--- src/rtl/multicycle_control.sv ---
// Main control FSM for the multi-cycle MIPS-subset CPU: one state per clock,
// Moore-decoded selects/enables plus a zero-resolved PC write in BRANCH.
module multicycle_control #(
    parameter int OP_W = 6,
    parameter int ST_W = 4
) (
    input  logic            clk,
    input  logic            rst,
    input  logic [OP_W-1:0] opcode,
    input  logic [OP_W-1:0] funct,
    input  logic            zero,
    output logic [ST_W-1:0] state,
    output logic            pc_we,
    output logic            iord,
    output logic            mem_rd,
    output logic            mem_wr,
    output logic            ir_we,
    output logic            reg_dst,
    output logic            mem_to_reg,
    output logic            reg_we,
    output logic            alu_src_a,
    output logic [1:0]      alu_src_b,
    output logic [2:0]      alu_op,
    output logic [1:0]      pc_src
);

    typedef enum logic [ST_W-1:0] {
        S_FETCH    = 4'd0,
        S_DECODE   = 4'd1,
        S_MEMADDR  = 4'd2,
        S_MEMREAD  = 4'd3,
        S_MEMWB    = 4'd4,
        S_MEMWRITE = 4'd5,
        S_RTYPE_EX = 4'd6,
        S_RTYPE_WB = 4'd7,
        S_BRANCH   = 4'd8,
        S_JUMP     = 4'd9,
        S_IMM_EX   = 4'd10,
        S_IMM_WB   = 4'd11,
        S_JR       = 4'd12
    } state_t;

    localparam logic [OP_W-1:0] OP_RTYPE = 6'h00;
    localparam logic [OP_W-1:0] OP_J     = 6'h02;
    localparam logic [OP_W-1:0] OP_BEQ   = 6'h04;
    localparam logic [OP_W-1:0] OP_BNE   = 6'h05;
    localparam logic [OP_W-1:0] OP_ADDI  = 6'h08;
    localparam logic [OP_W-1:0] OP_SLTI  = 6'h0A;
    localparam logic [OP_W-1:0] OP_ANDI  = 6'h0C;
    localparam logic [OP_W-1:0] OP_ORI   = 6'h0D;
    localparam logic [OP_W-1:0] OP_LW    = 6'h23;
    localparam logic [OP_W-1:0] OP_SW    = 6'h2B;
    localparam logic [OP_W-1:0] FN_JR    = 6'h08;

    state_t r_state;
    state_t w_next;

    always_ff @(posedge clk or posedge rst) begin
        if (rst) r_state <= S_FETCH;
        else     r_state <= w_next;
    end

    assign state = r_state;

    always_comb begin
        w_next     = S_FETCH;
        pc_we      = 1'b0;
        iord       = 1'b0;
        mem_rd     = 1'b0;
        mem_wr     = 1'b0;
        ir_we      = 1'b0;
        reg_dst    = 1'b0;
        mem_to_reg = 1'b0;
        reg_we     = 1'b0;
        alu_src_a  = 1'b0;
        alu_src_b  = 2'b00;
        alu_op     = 3'b000;
        pc_src     = 2'b00;
        case (r_state)
            S_FETCH: begin
                mem_rd    = 1'b1;
                ir_we     = 1'b1;
                alu_src_b = 2'b01;
                alu_op    = 3'b010;
                pc_we     = 1'b1;
                w_next    = S_DECODE;
            end
            S_DECODE: begin
                // ALU precomputes the branch target while the opcode is decoded
                alu_src_b = 2'b11;
                alu_op    = 3'b010;
                case (opcode)
                    OP_LW, OP_SW:                     w_next = S_MEMADDR;
                    OP_RTYPE:                         w_next = (funct == FN_JR) ? S_JR : S_RTYPE_EX;
                    OP_BEQ, OP_BNE:                   w_next = S_BRANCH;
                    OP_J:                             w_next = S_JUMP;
                    OP_ADDI, OP_ANDI, OP_ORI, OP_SLTI: w_next = S_IMM_EX;
                    default:                          w_next = S_FETCH;
                endcase
            end
            S_MEMADDR: begin
                alu_src_a = 1'b1;
                alu_src_b = 2'b10;
                alu_op    = 3'b010;
                w_next    = (opcode == OP_LW) ? S_MEMREAD : S_MEMWRITE;
            end
            S_MEMREAD: begin
                mem_rd = 1'b1;
                iord   = 1'b1;
                w_next = S_MEMWB;
            end
            S_MEMWB: begin
                reg_we     = 1'b1;
                mem_to_reg = 1'b1;
            end
            S_MEMWRITE: begin
                mem_wr = 1'b1;
                iord   = 1'b1;
            end
            S_RTYPE_EX: begin
                alu_src_a = 1'b1;
                w_next    = S_RTYPE_WB;
            end
            S_RTYPE_WB: begin
                reg_we  = 1'b1;
                reg_dst = 1'b1;
            end
            S_BRANCH: begin
                alu_src_a = 1'b1;
                alu_op    = 3'b001;
                pc_src    = 2'b01;
                pc_we     = (opcode == OP_BNE) ? ~zero : zero;
            end
            S_JUMP: begin
                pc_src = 2'b10;
                pc_we  = 1'b1;
            end
            S_IMM_EX: begin
                alu_src_a = 1'b1;
                alu_src_b = 2'b10;
                alu_op    = 3'b010;
                w_next    = S_IMM_WB;
                case (opcode)
                    OP_ANDI: alu_op = 3'b100;
                    OP_ORI:  alu_op = 3'b101;
                    OP_SLTI: alu_op = 3'b110;
                    default: alu_op = 3'b010;
                endcase
            end
            S_IMM_WB: begin
                reg_we = 1'b1;
            end
            S_JR: begin
                pc_src = 2'b11;
                pc_we  = 1'b1;
            end
            default: w_next = S_FETCH;
        endcase
    end

endmodule

--- config.mk ---
export PLATFORM = sky130hd
export DESIGN_NAME = multicycle_control
export DESIGN_NICKNAME = d
export VERILOG_FILES = /design/src/rtl/multicycle_control.sv
export SDC_FILE = /design/constraint.sdc
export NUM_CORES = 1
export LEC_CHECK = 0
export CELL_PAD_IN_SITES_DETAIL_PLACEMENT = 1
export CELL_PAD_IN_SITES_GLOBAL_PLACEMENT = 2
export CORE_MARGIN = 2
export CORE_UTILIZATION = 19
export DETAILED_ROUTE_END_ITERATION = 16
export PLACE_DENSITY_LB_ADDON = 0.1
export SYNTH_ARGS = -nofsm -noshare
export SYNTH_HDL_FRONTEND = slang
export SYNTH_SLANG_ARGS = --single-unit
--- constraint.sdc ---
create_clock -name clk -period 2 [get_ports clk]
set_input_delay 0.4 -clock clk [delete_from_list [all_inputs] [get_ports clk]]
set_output_delay 0.4 -clock clk [all_outputs]
set_load 0.01 [all_outputs]
* Word-level counts from Yosys, hierarchy flattened
Cells that the tools add are included.
** Operators by class
- Equal/unequal tests :: 22
- Mux-type cells :: 18
- Bitwise gates (word level) :: 1
- Reduce and logical (&&, ||, !) cells :: 12
** Operator list (number)
- == test 6 x 4 -> 1 bit, second input constant :: 5
- one-hot mux 4 bit (6 select lines) :: 1
- == test 4 bit, second input constant :: 5
- one-hot mux 4 bit (5 select lines) :: 1
- one-hot mux 3 bit (3 select lines) :: 2
- == test 4 x 3 -> 1 bit, second input constant :: 4
- == test 6 x 3 -> 1 bit, second input constant :: 2
- == test 6 bit, second input constant :: 2
- one-hot mux 2 bit (3 select lines) :: 2
- OR reduction 2 bit :: 5
- two-way mux 1 bit :: 9
- OR reduction 3 bit :: 3
- == test 4 x 2 -> 1 bit, second input constant :: 2
- OR reduction 4 bit :: 2
- == test 6 x 2 -> 1 bit, second input constant :: 1
- zero test 6 bit :: 1
- == test 4 x 1 -> 1 bit, second input constant :: 1
- zero test 4 bit :: 1
- two-way mux 4 bit :: 1
- two-way mux 3 bit :: 1
- one-hot mux 1 bit (2 select lines) :: 1
- NOT 1 bit :: 1
** Word-level totals
- Register bits :: 4
- Bits of input ports :: 15
- Output and inout port bits :: 20
- Word-level logic and storage cells :: 54

* Longest topological paths before layout
- Depth in word-level cells :: 4
- Gate-level depth with buffers :: 5
- Depth with buffers taken out :: 4

* Worst setup path after synthesis
Ideal clock, no wire load.
- Path kind :: register to output
- From :: register r_state[0], in the netlist state[0]
- To :: output port ir_we
- Arrival time :: 1226 ps
- Required time :: 1600 ps
- Slack :: 374 ps
- Cell stages (with the launch flop) :: 4
- Buffers on the path :: 2
- Cells stage by stage :: dfrtp_1 buf_2 clkbuf_1 nor4_1
** Between the ends
- Word-level cells in the longest chain between the ends :: 2
** RTL lines
- start, declared :: line 55 : state_t r_state;
- start signal, assigned :: line 60 : else r_state <= w_next;
- zero test 4 bit :: line 79 : case (r_state)
- two-way mux 1 bit :: line 79
- end, declared :: line 17 : output logic ir_we,
No other way between the ends.

* Worst setup path after layout
- From :: register r_state[3], in the netlist state[3]
- To :: output port reg_dst
** Between the ends
- Word-level cells in the longest chain between the ends :: 2
** RTL lines
- == test 4 x 3 -> 1 bit :: line 79
- two-way mux 1 bit :: line 79
- end, declared :: line 18 : output logic reg_dst,
No other way between the ends.

==> flow_summary.yaml <==
outcome:
  status: "finished, final reports clean"
global_routing:
  grt_pass1_wl_um: 3660
  grt_overflow: 0
  grt_usage_pct: 13.7
  antenna_found_initial: 0
  grt_max_degree: 14
  grt_pass1_vias: 834
worst_setup_path:
  slowest_delay_ps: 530
  worst-setup-path-type: "reg -> out"
  r2r_start: "state[1]$_DFF_PP0_"
  startpoint_type: "register"
  rr_endpoint: "state[3]$_DFF_PP0_"
  critPathArrivalTime_ps: 1520
  critical-path-top-delay-family: "buffers and inverters"
  crit_path_end_kind: "output port"
  worst-path-buf-inv: 1
  reg2regPathDepth: 4
  r2r_slack_ps: 480
  worstPathMaxFanout: 6
  slowest_stage: "clkdlybuf4s50_1"
  crit_required_ps: 1600
  crit_chain: "nor2b_2, and3_1, clkdlybuf4s50_1"
final_layout:
  largest_reg_flops: 4
  fillers: 349
  area_growth_syn_to_layout_pct: 107
  drive_gt1_share_pct: 35.3
  nets: 153
  diodes: 0
min_path:
  min_path_type: "in -> async"
timing:
  post-route-min-period_ps: 1920
  slew_headroom_pct: 78.9
  setup_tns_ps: 0
  rsz0062_at_grt: "no"
  max_freq_mhz: 521
  fin_crit_sh_pct: 96.0
  setup_violations: 0
  hold_viol: 0
  fin_skew_ps: 0.521
  worst_hold_slack_ps: 356
  slew_violations: 0
  worst_pin_slew_ps: 316
routing:
  drcViolationCount: 0
  vias: 799
  drt-total-wl_um: 2150
  drt-vias-per-instance: 4.78
  drt_iter0_markers: 20
  drtPass1Iterations: 3
  post_drt_wl_per_cell_um: 12.9
  detail-route-antenna-nets: 0
clock_tree:
  root_buffer: "clkbuf_4"
  clock_latency_ps: 240
  cts_hold_buf: 0
  cts_tree: "built"
  cts.htree.levels: 1
  clockBufferDepth: 2
  clock-sinks: 4
  cts_made_buffers: 3
  clk_pin_slew_worst_paths_ps: 40
logic_synthesis:
  ys_ff_latch: 4
  synth_commonest_cells: "10 x nor2_1, 6 x nand2_1, 5 x nor3_1"
  synthCells: 77
  synth_ff_type: "dfrtp_1"
  yosysMostFrequentCell: "nor2_1"
  syn_area_per_cell_sq_um: 7.49
  synth.distinct_cells: 36
  yosys.area.top_type: "dfrtp_1"
  yosys_warnings: 0
  synth-async-reset-ratio_pct: 100
  synth_edf_count: 0
  synthesis.area_sq_um: 577
  synth-seq-area-share_pct: 17.4
  synth_nets: 92
  yosysTopAreaCellShare_pct: 17.4
  synth_area_leaders: "dfrtp_1 17%, nor2_1 6.5%, xnor2_1 4.6%"
power:
  p_leak_nw: 0.597
  vdd_drop_max_mv: 0.186
  p_per_area_nw_per_um2: 656
die:
  die-area_sq_um: 3490
  io-pin-count: 35
  die_x_um: 59.1
  initial_core_util_pct: 20.4
  core-area_sq_um: 2830
  die_h_um: 59.1
  num_rows: 19
job:
  drv_cap: 0
placement:
  portBuffers: 34
  gp_congestion: 0.757
  dp_hpwl_um: 1750
[cells by family after synthesis]
logic type             count (synthesis)  synth area share, %
AND/OR/NAND/NOR                       44                 46.2
AO/OA/AOI/OAI                         16                 22.3
buffers and inverters                  9                 7.59
flip-flops                             4                 17.4
XOR/XNOR                               3                 4.56
multiplexers                           1                 1.95
[power by group]
part | switching [mW] | leakage (nW) | internal [mW]
combinational | 0.265 | 0.532 | 0.295
clock | 0.0376 | 0.0138 | 0.0674
sequential | 0.0196 | 0.0515 | 0.0976
total | 0.322 | 0.597 | 0.460
[routing by layer]
metal	GRT usage [%]	part of all wire (%)	vias up
li1	-	-	403
met1	16.0	42	371
met2	24.3	53	21
met3	1.31	2.7	4
met4	7.79	2.1	0
met5	0	0	-
[repair_timing]
| item | in CTS | in global routing |
|---|---|---|
| pin swaps | 2 | 1 |
| endpoints found under the setup margin | 14 | 6 |
| setup buffers | 2 | 0 |
| gates resized for setup | 35 | 8 |
[how the worst max path moves through the flow]
| stage | from | to | slack, ps | cells past startpoint |
|---|---|---|---|---|
| 5_1_grt | state[2]$_DFF_PP0_ | pc_we | 3 | 5 |
| 4_1_cts | opcode[5] | pc_we | -60 | 6 |
| 3_5_place_dp | opcode[2] | pc_we | -550 | 6 |
| 6_report | state[3]$_DFF_PP0_ | reg_dst | 80 | 3 |
| 3_3_place_gp | opcode[2] | pc_we | -500 | 6 |
| 2_1_floorplan | state[0]$_DFF_PP0_ | ir_we | 370 | 3 |
[layout by cell type (no fill, tap or decap), drive strengths merged]
cell type / n
o41ai: 1
o31a: 2
o21ai: 3
xnor2: 3
dlygate4sd2: 10
or2: 1
nor2b: 3
nand2: 6
and3b: 1
buf: 32
nand4b: 2
a21oi: 2
a31o: 1
clkdlybuf4s50: 13
dlymetal6s2s: 7
a2bb2oi: 1
inv: 3
nor4: 2
nor3b: 3
a221oi: 1
a211oi: 2
nor2: 10
clkbuf: 3
or3: 2
a21o: 1
nor3: 5
dfrtp: 4
nand4: 2
a31oi: 1
mux2: 1
nor4b: 1
nand3: 1
nand2b: 4
a2111oi: 1
and3: 1
[worst register-to-register path, cell delays in order, from the launching register on]
cell	delay [ps]
dfrtp_1	410
buf_4	170
nand2b_4	150
or3_1	350
o41ai_2	340
[cell type report]
class | count | area [sq um] | share of cell area (%)
Clock buffer | 3 | 22.5 | 1.89
Inverter | 3 | 11.3 | 0.944
Multi-Input combinational cell | 64 | 463 | 38.8
Sequential cell | 4 | 101 | 8.50
Tap cell | 31 | 38.8 | 3.25
Timing Repair Buffer | 62 | 556 | 46.6
[per-stage QoR]
stage | utilization [%] | instance area [sq um] | setup WS [ps] | total power [mW] | cells
after detailed placement | 40.0 | 1130 | -555 | 0.722 | 162
final | 42.1 | 1190 | 80.9 | 0.782 | 167
after CTS | 41.4 | 1170 | -62.9 | 0.796 | 167
after floorplan | - | 577 | 374 | 0.391 | 77
after global placement | 40.0 | 1130 | -498 | 0.715 | 162
after global routing | 42.1 | 1190 | 2.58 | 0.848 | 167
No activity file was read; power rests on OpenSTA's default activity.
